$ cat config.mk
export PLATFORM = sky130hd
export DESIGN_NAME = icap_word_packer
export DESIGN_NICKNAME = d
export VERILOG_FILES = /design/src/rtl/icap_word_packer.sv
export SDC_FILE = /design/constraint.sdc
export NUM_CORES = 1
export LEC_CHECK = 0
export CORE_MARGIN = 1
export CORE_UTILIZATION = 52
export DETAILED_ROUTE_END_ITERATION = 12
export GPL_TIMING_DRIVEN = 0
export PLACE_DENSITY = 0.92
export SLEW_MARGIN = 20
export SYNTH_ARGS = -nofsm -noshare
export SYNTH_HDL_FRONTEND = slang
export SYNTH_SLANG_ARGS = --single-unit
export TNS_END_PERCENT = 100
$ cat constraint.sdc
create_clock -name rclk -period 3.2 [get_ports rclk]
set_input_delay 0.64 -clock rclk [delete_from_list [all_inputs] [get_ports rclk]]
set_output_delay 0.64 -clock rclk [all_outputs]
set_load 0.02 [all_outputs]
$ cat src/rtl/icap_word_packer.sv
// Pops configuration bytes from the async FIFO, hunts for the sync word, then packs
// big-endian 32-bit words onto the ICAP port. Optional ICAP_BITSWAP_EN bit-reverses each output byte.
module icap_word_packer #(
  parameter int          DATA_SIZE = 8,
  parameter logic [31:0] SYNC_WORD = 32'hAA995566,
  parameter int          WCNT_W    = 24
) (
  input  logic                 rclk,
  input  logic                 rrst,
  input  logic                 en,
  input  logic [DATA_SIZE-1:0] rdata,
  input  logic                 rempty,
  output logic                 rinc,
  output logic                 icap_csib,
  output logic                 icap_rdwrb,
  output logic [31:0]          icap_i,
  output logic                 synced,
  output logic                 desync_done,
  output logic [WCNT_W-1:0]    word_cnt
);

  localparam logic [31:0] CMD_WORD    = 32'h30008001;
  localparam logic [31:0] DESYNC_WORD = 32'h0000000D;

  typedef enum logic {
    SEARCH = 1'b0,
    PACK   = 1'b1
  } state_t;

  state_t      state_r, state_nxt_s;
  logic [31:0] sr_r, sr_nxt_s;
  logic [1:0]  bc_r, bc_nxt_s;
  logic        cmd_seen_r, cmd_nxt_s;
  logic        synced_nxt_s;
  logic        issue_s;
  logic        desync_s;
  logic [31:0] shifted_s;
  logic [31:0] out_word_s;

`ifdef ICAP_BITSWAP_EN
  function automatic logic [31:0] lane_swap(input logic [31:0] w);
    logic [31:0] r;
    r = 32'h0000_0000;
    for (int i = 0; i < 4; i++) begin
      for (int j = 0; j < 8; j++) begin
        r[8*i+j] = w[8*i+7-j];
      end
    end
    return r;
  endfunction

  assign out_word_s = lane_swap(shifted_s);
`else
  assign out_word_s = shifted_s;
`endif

  assign rinc      = en & ~rempty & ~rrst;
  assign shifted_s = {sr_r[23:0], rdata};

  // Next-state, shift register, byte counter and issue decisions
  always_comb begin
    state_nxt_s  = state_r;
    sr_nxt_s     = sr_r;
    bc_nxt_s     = bc_r;
    cmd_nxt_s    = cmd_seen_r;
    synced_nxt_s = synced;
    issue_s      = 1'b0;
    desync_s     = 1'b0;
    if (rinc) begin
      sr_nxt_s = shifted_s;
      case (state_r)
        SEARCH: begin
          if (shifted_s == SYNC_WORD) begin
            issue_s      = 1'b1;
            synced_nxt_s = 1'b1;
            bc_nxt_s     = 2'd0;
            state_nxt_s  = PACK;
            cmd_nxt_s    = 1'b0;
          end else begin
            bc_nxt_s = bc_r;
          end
        end
        PACK: begin
          bc_nxt_s = bc_r + 2'd1;
          if (bc_r == 2'd3) begin
            issue_s   = 1'b1;
            cmd_nxt_s = (shifted_s == CMD_WORD);
            // DESYNC only counts when the command-register write immediately preceded it
            if ((shifted_s == DESYNC_WORD) && cmd_seen_r) begin
              desync_s     = 1'b1;
              synced_nxt_s = 1'b0;
              sr_nxt_s     = 32'h0000_0000;
              bc_nxt_s     = 2'd0;
              state_nxt_s  = SEARCH;
            end else begin
              desync_s = 1'b0;
            end
          end else begin
            issue_s = 1'b0;
          end
        end
        default: begin
          state_nxt_s = SEARCH;
        end
      endcase
    end else begin
      issue_s = 1'b0;
    end
  end

  // State register
  always_ff @(posedge rclk) begin
    if (rrst) begin
      state_r <= SEARCH;
    end else begin
      state_r <= state_nxt_s;
    end
  end

  // Datapath registers and registered ICAP outputs
  always_ff @(posedge rclk) begin
    if (rrst) begin
      sr_r        <= 32'h0000_0000;
      bc_r        <= 2'd0;
      cmd_seen_r  <= 1'b0;
      synced      <= 1'b0;
      desync_done <= 1'b0;
      icap_csib   <= 1'b1;
      icap_rdwrb  <= 1'b1;
      icap_i      <= 32'h0000_0000;
      word_cnt    <= {WCNT_W{1'b0}};
    end else begin
      sr_r        <= sr_nxt_s;
      bc_r        <= bc_nxt_s;
      cmd_seen_r  <= cmd_nxt_s;
      synced      <= synced_nxt_s;
      desync_done <= desync_s;
      icap_csib   <= ~issue_s;
      icap_rdwrb  <= ~issue_s;
      if (issue_s) begin
        icap_i   <= out_word_s;
        word_cnt <= word_cnt + {{(WCNT_W-1){1'b0}}, 1'b1};
      end else begin
        icap_i   <= icap_i;
        word_cnt <= word_cnt;
      end
    end
  end

endmodule

# Word-level counts from Yosys, hierarchy flattened
# Index checks and enable logic that the tools add are counted.
# word_totals
ff_bits	87
inputBits	12
out_inout_bits	61
elab_cells	53
# classes
addsub	2
eq_ne	7
mux	22
n_bitwise	8
n_reduce_logical	5
# op_table
op	count
$mux 24	3
$eq 32x30->1 const B	1
$eq 32x32->1 const B	1
$eq 32x4->1 const B	1
$add 24x1->24 const B	1
$mux 1	11
$pmux 1 s2	4
$mux 2	3
$not 1->1	6
$ne 2x1->1 const B	2
$pmux 2 s2	1
$reduce_and 4->1	1
$reduce_or 4->1	1
$reduce_and 3->1	1
$add 2x1->2 const B	1
$and 1x1->1	2
$eq 2x2->1 const B	1
$ne 2x2->1 const B	1
$reduce_and 2->1	1
$logic_and 1x1->1	1

# Logic depth before layout (Yosys ltp)
# depth
ltp_word	5
ltp_mapped	7
mapped_depth_nobuf	6

# Worst setup path before layout
# No wires, ideal clock.
# synth_timing
kind	input port to flip-flop
from	input port rdata[2]
to	register word_cnt[16]
setup_ns	0.132
arrival_ns	2.671
required_time_ns	3.068
slack_ns	0.397
path_stages	7
path_buffers	2
path_cell_list	or3b_1 or4_4 o41a_1 buf_6 buf_2 o41ai_1 a21oi_1
# synth_via
elab_chain_len	4
# synth_lines
item	line	rtl
start: declaration	11	input logic [DATA_SIZE-1:0] rdata,
$eq 32x32->1	73	if (shifted_s == SYNC_WORD) begin
$mux 1	73	
$pmux 1 s2	71	case (state_r)
$mux 1	69	if (rinc) begin
end signal: assignment	131	word_cnt <= {WCNT_W{1'b0}};
end signal: assignment	142	word_cnt <= word_cnt + {{(WCNT_W-1){1'b0}}, 1'b1};
end signal: assignment	145	word_cnt <= word_cnt;
end: declaration	19	output logic [WCNT_W-1:0] word_cnt
# Every way passes these cells.
# A chain may end at the register's enable or synchronous reset.

# Final worst setup path
# layout_timing
from	input port rdata[2]
to	register word_cnt[7]
# Same word-level chain as after synthesis.

==> flow_summary.json <==
{
  "status": "finished, final reports clean",
  "numCtsBuffers": 9,
  "rsz0062_at_grt": "false",
  "worstSetupEndpointType": "flop",
  "grt_max_degree": 16,
  "synthCells": 462,
  "whs_ns": 0.4832,
  "mostFrequentLayoutCell": "dfxtp_1",
  "syn-cell-area_um2": 3790,
  "clock.fmax_mhz": 319.9,
  "drtPass1Iterations": 7,
  "grt-ovfl-total": 0,
  "clock_skew_ns": 0.006405,
  "hold-path-cell-count": 2,
  "cts_sinks": 87,
  "fp.dieArea_um2": 7634,
  "tightest_slew_ns": 0.9947,
  "cts_buffer_depth": 2,
  "final_cell_mix": "dfxtp_1 (87), clkdlybuf4s50_1 (71), o21ai_0 (56), a21oi_1 (55), nand2_1 (51)",
  "drive_gt1_frac": 0.06691,
  "clk_latency_ns": 0.37,
  "io_pins": 73,
  "vias_per_cell": 6.300,
  "diodes": 0,
  "ys_seq_elements": 87,
  "finalSetupViolCount": 0,
  "cts_tree": "built",
  "start_kind": "primary input",
  "final.period_utilization": 0.9768,
  "start_util": 0.5487,
  "dp_hpwl_um": 8314,
  "p_total_mw": 1.983,
  "final_hold_viol_count": 0,
  "crit_required_ns": 3.43,
  "fill_cells": 574,
  "vias": 4089,
  "slew_viol_final": 0,
  "worstPathArrival_ns": 3.36,
  "cts_max_level": 3,
  "routed_wirelength_um": 11620,
  "drtIter0Drc": 328,
  "synth.avg_cell_area_um2": 8.203,
  "path_clk_slew_ns": 0.09,
  "io_buffers": 72,
  "criticalPathCategory": "primary input to flop",
  "synth_fp_nets": 476,
  "antenna_found_initial": 0,
  "fp-row-count": 30,
  "area_growth_pct": 28.82,
  "synth_edf_count": 0,
  "leakage_nw": 1.505,
  "die-height_um": 87.37,
  "min_period_ns": 3.126,
  "ir_drop_uv": 290.3,
  "cts_root_buffer": "clkbuf_8",
  "dp_cells": 630,
  "power.density_nw_per_um2": 406.1,
  "max_stage_delay_ns": 0.55,
  "grt_pass1_wl_um": 18420,
  "grt_pass1_vias": 3716,
  "placed_area_um2": 4631,
  "synth.distinct_cells": 46,
  "crit_chain": "clkdlybuf4s50_1 > or3b_1 > or4_4 > o41a_1 > buf_6 > buf_2 > o41ai_1 > a21oi_1",
  "yosysSeqAreaShare": 0.4596,
  "slowest_stage": "or4_4",
  "synthArstFlopShare": 0,
  "synth-main-ff-cell": "dfxtp_1",
  "coreArea_um2": 6907,
  "avgRoutedWirePerCell_um": 17.90,
  "instances_no_fill": 649,
  "slew-limit-headroom": 0.3307,
  "regArea_um2": 1742,
  "cap_violations": 0,
  "antenna_left": 0,
  "crit_fanout": 10,
  "grt.total_usage": 0.3145,
  "synth_warnings": 0,
  "drc_errors": 0,
  "rr_worst_depth": 7,
  "final_area_um2": 4882,
  "finalWeightedCongestion": 0.9169,
  "layout.nets": 562,
  "ctsHoldBuffers": 0,
  "die_x_um": 87.37,
  "multi_input_area_um2": 1866,
  "min_path_type": "flop to flop"
}
[cell usage after synthesis (2+ instances only)]
library cell,n,area (µm²)
a21oi_1,55,275.3
a31o_2,3,26.28
a41o_1,5,50.05
and2_1,4,25.02
and3_1,6,37.54
buf_2,2,10.01
clkbuf_1,33,123.9
dfxtp_1,87,1742
ha_1,2,25.02
inv_1,12,45.04
nand2_1,51,191.4
nand3_1,48,240.2
nand4_1,12,75.07
nor2_1,3,11.26
nor2b_1,3,18.77
nor3_1,9,45.04
nor4_1,10,62.56
nor4b_1,3,26.28
o2111ai_1,7,61.31
o21a_1,3,22.52
o21ai_0,56,280.3
o311ai_0,2,17.52
o31ai_1,12,90.09
o41ai_1,3,26.28
or4_1,10,75.07
[what timing repair did]
| item | CTS | global route |
|---|---|---|
| endpoints found under the setup margin | 53 | 18 |
| gates resized for setup | 4 | 6 |
| buffers inserted | 3 | 2 |
| pin swaps | 3 | 1 |
[metal layers]
| layer | part of all wire | global-route usage |
|---|---|---|
| met1 | 0.40 | 0.3899 |
| met2 | 0.48 | 0.5220 |
| met3 | 0.082 | 0.05213 |
| met4 | 0.035 | 0.1684 |
| met5 | 0 | 0 |
[kinds of logic (layout without fill, tap and decap cells)]
| logic type | after synthesis | after routing | share of synthesized area |
|---|---|---|---|
| flops | 87 | 87 | 0.4596 |
| compound gates | 154 | 154 | 0.2450 |
| fa+ha+maj | 2 | 2 | 0.006602 |
| mux | 1 | 1 | 0.002971 |
| buf+inv | 50 | 141 | 0.05315 |
| simple gates | 168 | 168 | 0.2328 |
[per-stage QoR]
stage,setup WS (ns),setup TNS [ns],util
2_1_floorplan,0.3967,0,-
3_3_place_gp,-0.9687,-31.07,0.6705
3_5_place_dp,-0.9598,-31.97,0.6705
4_1_cts,0.03257,0,0.7033
5_1_grt,0.006879,0,0.7069
6_report,0.07435,0,0.7069
[sequential cells by signal (all words and copies together), names as in the netlist]
signal and cells:
icap_i 32, synced 1, cmd_seen_r 1, icap_rdwrb 1, sr_r 24, bc_r 2
desync_done 1, word_cnt 24, state_r 1
[area by class of cell]
type / count / area share
Timing Repair Buffer: 77 / 0.1550
Multi-Input combinational cell: 325 / 0.3821
Tap cell: 96 / 0.02460
Clock inverter: 7 / 0.01486
Buffer: 35 / 0.03024
Clock buffer: 9 / 0.02537
Sequential cell: 87 / 0.3567
Inverter: 13 / 0.01102
[worst paths after layout]
kind	start	endpoint	slack (ns)
setup reg to reg	sr_r[1]	word_cnt[7]	0.31
hold / removal	icap_i[29]	icap_i[29]	0.48
setup / recovery	rdata[2]	word_cnt[7]	0.07
hold reg to reg	icap_i[29]	icap_i[29]	0.48
[critical path: cells and delay by family]
kind	cells	cell delay (ns)
buffers and inverters	3	0.91
AND/OR/NAND/NOR	2	0.95
AO/OA/AOI/OAI	3	0.85
[report_power, final]
group	internal, mW	switching [mW]	total [mW]
Combinational	0.0296	0.0677	0.0974
Sequential	1.09	0.0116	1.10
Clock	0.362	0.422	0.784
Total	1.48	0.501	1.98
Note: power is estimated with default switching activity, not from simulation.
